### src/rtl/strand_select_stage.sv
// Strand arbiter feeding the decode pipeline register; picks one strand per cycle.
// Define STRAND_SELECT_ROUND_ROBIN_EN for round-robin; otherwise lowest strand wins.
module strand_select_stage #(
  parameter int unsigned NUM_STRANDS     = 4,
  parameter int unsigned STRAND_ID_WIDTH = 2
) (
  input  logic                        clk,
  input  logic                        reset,
  input  logic [NUM_STRANDS-1:0]      issue_request_i,
  input  logic [NUM_STRANDS-1:0]      flush_i,
  input  logic                        stall_i,
  input  logic [32*NUM_STRANDS-1:0]   instruction_i,
  input  logic [32*NUM_STRANDS-1:0]   pc_i,
  input  logic [4*NUM_STRANDS-1:0]    reg_lane_select_i,
  input  logic [32*NUM_STRANDS-1:0]   strided_offset_i,
  output logic [NUM_STRANDS-1:0]      grant_o,
  output logic                        instruction_valid_o,
  output logic [31:0]                 instruction_o,
  output logic [31:0]                 pc_o,
  output logic [3:0]                  reg_lane_select_o,
  output logic [31:0]                 strided_offset_o,
  output logic [STRAND_ID_WIDTH-1:0]  strand_id_o
);

  logic [NUM_STRANDS-1:0]     req_eff;
  logic                       grant_any;
  logic [STRAND_ID_WIDTH-1:0] grant_id;
  logic                       grant_en;

  assign req_eff  = issue_request_i & ~flush_i;
  assign grant_en = grant_any & ~stall_i & ~reset;

`ifdef STRAND_SELECT_ROUND_ROBIN_EN
  logic [STRAND_ID_WIDTH-1:0] last_grant_q, last_grant_d;

  // NUM_STRANDS is a power of two, so the wrap is plain truncation.
  always_comb begin
    logic [STRAND_ID_WIDTH-1:0] idx;
    grant_any = 1'b0;
    grant_id  = '0;
    idx       = '0;
    for (int i = 0; i < NUM_STRANDS; i++) begin
      idx = last_grant_q + STRAND_ID_WIDTH'(i + 1);
      if (!grant_any && req_eff[idx]) begin
        grant_any = 1'b1;
        grant_id  = idx;
      end
    end
  end

  always_comb begin
    last_grant_d = last_grant_q;
    if (grant_en) begin
      last_grant_d = grant_id;
    end
  end

  always_ff @(posedge clk) begin
    if (reset) begin
      last_grant_q <= STRAND_ID_WIDTH'(NUM_STRANDS - 1);
    end else begin
      last_grant_q <= last_grant_d;
    end
  end
`else
  always_comb begin
    grant_any = 1'b0;
    grant_id  = '0;
    for (int i = 0; i < NUM_STRANDS; i++) begin
      if (!grant_any && req_eff[i]) begin
        grant_any = 1'b1;
        grant_id  = STRAND_ID_WIDTH'(i);
      end
    end
  end
`endif

  always_comb begin
    grant_o = '0;
    if (grant_en) begin
      grant_o[grant_id] = 1'b1;
    end
  end

  logic                       valid_q, valid_d;
  logic [31:0]                instr_q, instr_d;
  logic [31:0]                pc_q, pc_d;
  logic [3:0]                 lane_q, lane_d;
  logic [31:0]                offset_q, offset_d;
  logic [STRAND_ID_WIDTH-1:0] sid_q, sid_d;

  // A new grant beats a squash of the old occupant; a squash beats a stall hold.
  always_comb begin
    valid_d  = valid_q;
    instr_d  = instr_q;
    pc_d     = pc_q;
    lane_d   = lane_q;
    offset_d = offset_q;
    sid_d    = sid_q;
    if (grant_en) begin
      valid_d  = 1'b1;
      instr_d  = instruction_i[32*grant_id +: 32];
      pc_d     = pc_i[32*grant_id +: 32];
      lane_d   = reg_lane_select_i[4*grant_id +: 4];
      offset_d = strided_offset_i[32*grant_id +: 32];
      sid_d    = grant_id;
    end else if (valid_q && flush_i[sid_q]) begin
      valid_d = 1'b0;
    end else if (!stall_i) begin
      valid_d = 1'b0;
    end
  end

  always_ff @(posedge clk) begin
    if (reset) begin
      valid_q  <= 1'b0;
      instr_q  <= '0;
      pc_q     <= '0;
      lane_q   <= '0;
      offset_q <= '0;
      sid_q    <= '0;
    end else begin
      valid_q  <= valid_d;
      instr_q  <= instr_d;
      pc_q     <= pc_d;
      lane_q   <= lane_d;
      offset_q <= offset_d;
      sid_q    <= sid_d;
    end
  end

  assign instruction_valid_o = valid_q;
  assign instruction_o       = instr_q;
  assign pc_o                = pc_q;
  assign reg_lane_select_o   = lane_q;
  assign strided_offset_o    = offset_q;
  assign strand_id_o         = sid_q;

endmodule

### config.mk
export PLATFORM = sky130hd
export DESIGN_NAME = strand_select_stage
export DESIGN_NICKNAME = d
export VERILOG_FILES = /design/src/rtl/strand_select_stage.sv
export SDC_FILE = /design/constraint.sdc
export NUM_CORES = 1
export LEC_CHECK = 0
export BUFFER_PORTS_ARGS = -buffer_cell sky130_fd_sc_hd__buf_2
export CAP_MARGIN = 20
export CORE_AREA = 2 2 202 204
export DETAILED_ROUTE_END_ITERATION = 16
export DIE_AREA = 0 0 204 206
export HOLD_SLACK_MARGIN = 0.02
export PLACE_DENSITY_LB_ADDON = 0.05
export SYNTH_ARGS = -nofsm -noshare
export SYNTH_HDL_FRONTEND = slang
export SYNTH_SLANG_ARGS = --single-unit
### constraint.sdc
create_clock -name clk -period 3.2 [get_ports clk]
set_input_delay 0.32 -clock clk [delete_from_list [all_inputs] [get_ports clk]]
set_output_delay 0.32 -clock clk [all_outputs]
set_load 0.03 [all_outputs]
==> results of run 1 <==
-- kinds of logic after synthesis --
logic type / count (synthesis) / share of synthesized area (%)
AO/OA/AOI/OAI: 304 / 52.8
AND/OR/NAND/NOR: 121 / 7.65
buffers and inverters: 92 / 8.43
flip-flops: 103 / 30.7
multiplexers: 1 / 0.336
-- through the flow --
| stage | cell area, um2 | utilization (%) |
|---|---|---|
| final | 10100 | 25.0 |
| after floorplan | 6710 | - |
| after detailed placement | 9740 | 24.2 |
| after global placement | 9740 | 24.2 |
| after CTS | 10100 | 25.0 |
| after global routing | 10100 | 25.0 |
-- where the power goes --
| group | switching [mW] | total [mW] | internal, mW | leakage [nW] |
|---|---|---|---|---|
| clock network | 0.586 | 1.26 | 0.672 | 0.156 |
| registers | 0.0574 | 1.46 | 1.40 | 0.853 |
| logic | 0.890 | 1.45 | 0.560 | 3.39 |
-- flip-flops by register name (all words and copies together) (netlist names) --
name,cells
instruction_valid_o,1
reg_lane_select_o,4
strided_offset_o,32
instruction_o,32
strand_id_o,2
pc_o,32
-- final timing paths --
path                         start             endpoint  slack, ns  depth (start not counted)
setup / recovery        flush_i[2]           grant_o[3]       0.84                          5
hold / removal            pc_i[62]             pc_o[30]       0.27                          3
hold reg to reg   instruction_o[2]     instruction_o[2]       0.50                          2
setup reg to reg    strand_id_o[1]  instruction_valid_o       1.89                          4
-- layout by cell type, fill, tap and decap left out, drive strengths merged, types with 2 or more instances in the layout --
| cell | count |
|---|---|
| nor3 | 4 |
| nand2b | 4 |
| o221ai | 100 |
| clkinv | 2 |
| nor2 | 106 |
| clkbuf | 13 |
| dfxtp | 103 |
| a221oi | 100 |
| diode | 4 |
| buf | 541 |
| a211oi | 101 |
| nor3b | 2 |
-- worst reg2reg max path, delay by kind of cell, from the launching register on --
family / cells / cell delay [ns]
multiplexers: 1 / 0.55
flip-flops: 1 / 0.42
AND/OR/NAND/NOR: 1 / 0.10
buffers and inverters: 1 / 0.09
AO/OA/AOI/OAI: 1 / 0.08
-- metal layers --
layer | global-route usage, % | up-vias | part of all wire (%)
met1 | 19.8 | 3612 | 41
met3 | 5.82 | 18 | 8.0
met4 | 3.42 | 4 | 1.0
met5 | 0 | - | 0.055
li1 | - | 3544 | -
met2 | 29.2 | 300 | 50
-- area by class of cell --
| cell class | count | area [um2] | share of cell area (%) |
|---|---|---|---|
| diodes | 4 | 10.0 | 0.0995 |
| flip-flops and latches | 103 | 2060 | 20.5 |
| repair buffers | 541 | 2890 | 28.7 |
| inverters | 1 | 3.75 | 0.0373 |
| clock buffers | 13 | 270 | 2.69 |
| clock inverters | 3 | 40.0 | 0.398 |
| multi-input cells | 426 | 4120 | 40.9 |
| well taps | 532 | 666 | 6.61 |
==> impl_metrics.csv, run 1 <==
group,metric,value,unit
finish,drive_gt1_share,68.3,%
run_status,status,"completed",
logic_synthesis,yosysWarningCount,0,
clock_tree,cts_sinks,103,
global_route,grt_antenna_before_repair,5,
global_route,grt_max_degree,65,
logic_synthesis,synth_top_area_share,30.7,%
floorplanning,die_area,0.0420,mm2
route,dr.pass1.iters,6,
finish,final.fill_count,4477,
clock_tree,clock_path_buffers,2,
global_route,track_usage,16.7,%
sta,skew,0.00353,ns
route,viasPerCell,4.61,
global_route,grt_pass1_vias,7779,
critical_path,critPathSlowestCell,"nor4b_4",
run,maxCapViolations,0,
logic_synthesis,synth_ff_type,"dfxtp_1",
global_route,grt_pass1_wl,52000,um
sta,fmax,424,MHz
floorplanning,die_w,204,um
critical_path,critPathMaxFanout,7,
critical_path,start_kind,"input port",
finish,instances_no_fill,1623,
clock_tree,cts_hold_buffers,0,
placed_design,dp_slack,0.790,ns
clock_tree,clk_latency,0.37,ns
sta,period_needed,2.36,ns
logic_synthesis,syn-cell-area,0.00671,mm2
logic_synthesis,synth_most_common_cell,"nor2_1",
clock_tree,cts_setup_buffers,0,
route,wire_per_inst,22.6,um
clock_tree,clk_pin_slew,0.08,ns
power_and_ir_drop,power_density,414,mW/mm2
floorplanning,io_pins,518,
sta,period_share,73.6,%
clock_tree,clk_root_buffer_cell,"clkbuf_16",
critical_path,end_kind,"output pin",
route,ant_nets,0,
clock_tree,cts_tree,"yes",
sta,grt_setup_unrepaired,"false",
logic_synthesis,synthesis.nets,1032,
logic_synthesis,synth_area_leader_cell,"dfxtp_1",
route,wirelength,36600,um
logic_synthesis,synth_common_cells,"nor2_1 (106), dfxtp_1 (103), o221ai_1 (100)",
critical_path,crit_required,2.88,ns
critical_path,critPathTopFamily,"simple AND/OR/NAND/NOR gates",
route,drtIter0Drc,369,
power_and_ir_drop,power,4.16,mW
global_route,grt.overflow.total,0,
finish,final_nets,1493,
sta,whs,0.274,ns
finish,areaGrowthSynthToFinish,50.1,%
floorplanning,initial_core_util,16.7,%
logic_synthesis,async_reset_ff_share,0,%
sta,finalHoldViolCount,0,
clock_tree,post_cts_resized,0,
critical_path,crit_type,"in2out",
logic_synthesis,synth_seq_area_share,30.7,%
logic_synthesis,synthDistinctLibCells,27,
sta,worst_pin_slew,0.928,ns
route,vias,7478,
logic_synthesis,synth_edf_count,0,
route,drc,0,
placed_design,place_inst,1603,
sta,setup_viol,0,
logic_synthesis,synth-seq-cells,103,
placed_design,dp_hpwl,26400,um
critical_path,crit_top_cell,"buf_2",
sta,setup_tns,0,ns
clock_tree,htree_levels,3,
power_and_ir_drop,p_leak,4.40,nW
floorplanning,core_area,0.0402,mm2
placed_design,place.gp.congestion,0.768,
critical_path,cp_num_buf_inv,2,
floorplanning,die_y,206,um
power_and_ir_drop,vdd_drop_max,0.246,mV
sta,maxSlewHeadroom,38.1,%
logic_synthesis,synth_cells,621,
critical_path,crit_chain,"buf_2 > nand2b_1 > nor4b_4 > nor3b_1 > buf_2",
clock_tree,cts_inserted_buffers,9,
floorplanning,rows,74,
critical_path,cpPeakStageDelay,0.69,ns
logic_synthesis,avgSynthCellArea,10.8,um2
hold_path,min_path_type,"in2reg",
placed_design,portBuffers,517,
logic_synthesis,synthTopCellsByArea,"dfxtp_1 (31%), a221oi_2 (20%), a211oi_2 (17%)",
sta,drv_slew,0,
sta,worst_slack,0.843,ns
critical_path,cp.arrival,2.04,ns
No activity file was read; power rests on OpenSTA's default activity.
==> run 2, diff against run 1 <==
- ABC_AREA: not set -> 1
- CORE_AREA: 2 2 202 204 -> 2 2 199 201
- DIE_AREA: 0 0 204 206 -> 0 0 201 203
- clock period: 3.2 -> 2.06 ns (I/O delays scaled with it)
==> run 2 against run 1 <==
  * Via count up 61%
  * Register-to-register slack worse by 0.77 ns
  * Power up 67%
  * Non-clock buffer count up 7
  * Synthesized area up 37%
  * Global-route usage up 4.0 points
  * Design area up 25%
  * Sequential share of layout area down 4.1 points
  * Critical path depth up 4
  * Worst setup slack worse by 0.67 ns
  * Routed wire length up 19%
  * Largest cell class unchanged
  * Highest routed layer unchanged
==> impl_metrics.csv, run 2 <==
group,metric,value,unit
global_route,track_usage,20.7,%
logic_synthesis,synthAdderAreaFrac,0,%
floorplanning,io_pins,518,
route,viasPerCell,4.25,
floorplanning,die_area,0.0408,mm2
sta,grt_setup_unrepaired,"false",
logic_synthesis,synth_ff_type,"dfxtp_1",
route,wire_per_inst,15.4,um
route,drc,0,
logic_synthesis,synth_seq_area_share,22.5,%
finish,seqCellArea,0.00206,mm2
finish,drive_gt1_share,24.9,%
route,ant_nets,0,
power_and_ir_drop,p_leak,7.92,nW
sta,fmax,530,MHz
clock_tree,clk_latency,0.36,ns
logic_synthesis,synthMuxAreaShare,0,%
sta,finalHoldViolCount,0,
hold_path,min_path_cells,2,
logic_synthesis,synth_area_leader_cell,"nand2_1",
logic_synthesis,synth-simple-area-share,51.5,%
finish,multi_input_area,0.00530,mm2
logic_synthesis,synth_common_cells,"nand2_1 (604), nor2_1 (501), inv_1 (308)",
logic_synthesis,synth_compound_area_share,6.15,%
finish,final_nets,2713,
logic_synthesis,synthXorXnorAreaFrac,0,%
critical_path,crit_required,1.85,ns
critical_path,end_kind,"output pin",
placed_design,place.gp.congestion,0.854,
logic_synthesis,async_reset_ff_share,0,%
clock_tree,cts_setup_buffers,0,
clock_tree,clock_path_buffers,2,
route,dr.pass1.iters,5,
finish,final.fill_count,4634,
power_and_ir_drop,vdd_drop_max,0.345,mV
run_status,status,"completed",
finish,design_area,0.0126,mm2
logic_synthesis,synth_most_common_cell,"nand2_1",
sta,worst_pin_slew,0.396,ns
critical_path,start_kind,"input port",
clock_tree,cts_sinks,103,
logic_synthesis,yosysWarningCount,0,
global_route,grt_pass1_vias,11600,
floorplanning,die_y,203,um
global_route,grt_pass1_wl,65400,um
critical_path,crit_type,"in2out",
global_route,grt_max_degree,77,
hold_path,min_path_type,"in2reg",
sta,period_needed,1.89,ns
logic_synthesis,syn-cell-area,0.00916,mm2
critical_path,ff2ff_path_depth,4,
global_route,grt.overflow.total,0,
placed_design,portBuffers,517,
placed_design,dp_hpwl,33700,um
sta,drv_slew,0,
critical_path,cp.arrival,1.68,ns
sta,skew,0.000586,ns
floorplanning,initial_core_util,23.8,%
clock_tree,cts_hold_buffers,0,
clock_tree,cts_tree,"yes",
run,maxCapViolations,0,
logic_synthesis,avgSynthCellArea,4.91,um2
sta,setup_viol,0,
finish,final_common_cell,"nand2_1",
route,wirelength,43700,um
critical_path,critPathMaxFanout,44,
sta,period_share,91.6,%
power_and_ir_drop,power,6.95,mW
clock_tree,htree_levels,3,
logic_synthesis,synth_edf_count,0,
clock_tree,cts_inserted_buffers,9,
finish,mostFrequentLayoutCells,"nand2_1 (603), buf_2 (517), nor2_1 (501)",
logic_synthesis,synthTopCellsByArea,"nand2_1 (25%), dfxtp_1 (23%), nor2_1 (21%)",
sta,setup_tns,0,ns
clock_tree,clk_pin_slew,0.07,ns
floorplanning,core_area,0.0385,mm2
logic_synthesis,synth_top_area_share,24.8,%
sta,maxSlewHeadroom,73.6,%
route,vias,12000,
global_route,grt_antenna_before_repair,24,
logic_synthesis,synthesis.nets,2275,
floorplanning,die_w,201,um
logic_synthesis,synth_cells,1864,
finish,areaGrowthSynthToFinish,37.5,%
route,drtIter0Drc,471,
power_and_ir_drop,power_density,552,mW/mm2
placed_design,post_dp_cell_area,0.0123,mm2
logic_synthesis,synth-seq-cells,103,
logic_synthesis,synthDistinctLibCells,18,
logic_synthesis,synth_top_family_by_area,"simple AND/OR/NAND/NOR gates",
clock_tree,post_cts_resized,0,
floorplanning,rows,72,
clock_tree,clk_root_buffer_cell,"clkbuf_16",
[run 2: cell types whose count changed after synthesis, sizes merged, moves of 100 or more]
cell,before,now
a211oi,101,0
a21oi,0,107
a221oi,100,0
inv,1,314
nand2,1,607
nand3,0,101
nor2,106,502
o221ai,100,0
[run 2: kinds of logic after synthesis]
family                 after synthesis
flip-flops                         103
AND/OR/NAND/NOR                   1215
AO/OA/AOI/OAI                      111
buffers and inverters              435
[run 2: worst paths after layout]
kind / start / endpoint / slack (ns)
worst max-delay path: flush_i[2] / grant_o[0] / 0.17
worst min-delay path: reset / instruction_valid_o / 0.11
worst max register to register: strand_id_o[0] / instruction_valid_o / 1.12
worst min register to register: strand_id_o[1] / strand_id_o[1] / 0.51
[run 2: metrics by stage]
stage               util (%)  setup slack, ns  hold slack, ns  cells
finish                  32.7            0.173           0.111   2834
global route            32.7           0.0651           0.120   2829
CTS                     32.7            0.163          0.0915   2822
global placement        32.0            0.154           0.482   2809
floorplan                  -            0.283           0.275   1864
detailed placement      32.0            0.156           0.489   2809
[run 2: worst max-delay path, stage by stage]
cell and delay (ns):
buf_2 0.11, inv_1 0.07, nand2_1 0.14, nand4_1 0.20, buf_4 0.25, nand2_4 0.10
buf_12 0.18, nor3_1 0.18, buf_2 0.22
[run 2: report_power, final]
| part | internal (mW) | switching, mW | leakage [nW] |
|---|---|---|---|
| Sequential | 2.22 | 0.116 | 0.858 |
| Combinational | 1.03 | 1.83 | 6.93 |
| Clock | 0.925 | 0.825 | 0.131 |
[run 2: layout make-up]
class                           count  share of cell area (%)
Antenna cell                       12                   0.238
Clock buffer                       11                    1.85
Clock inverter                      2                   0.278
Inverter                          314                    9.44
Multi-Input combinational cell   1326                    42.1
Sequential cell                   103                    16.4
Tap cell                          518                    5.15
Timing Repair Buffer              548                    24.6
[run 2: layer usage]
layer | global-route usage (%) | wire [um] | up-vias
met4 | 7.30 | 1060 | 22
met1 | 24.1 | 18400 | 5305
met5 | 0 | 164 | -
met3 | 5.51 | 3000 | 65
li1 | - | - | 6302
met2 | 36.5 | 21000 | 351
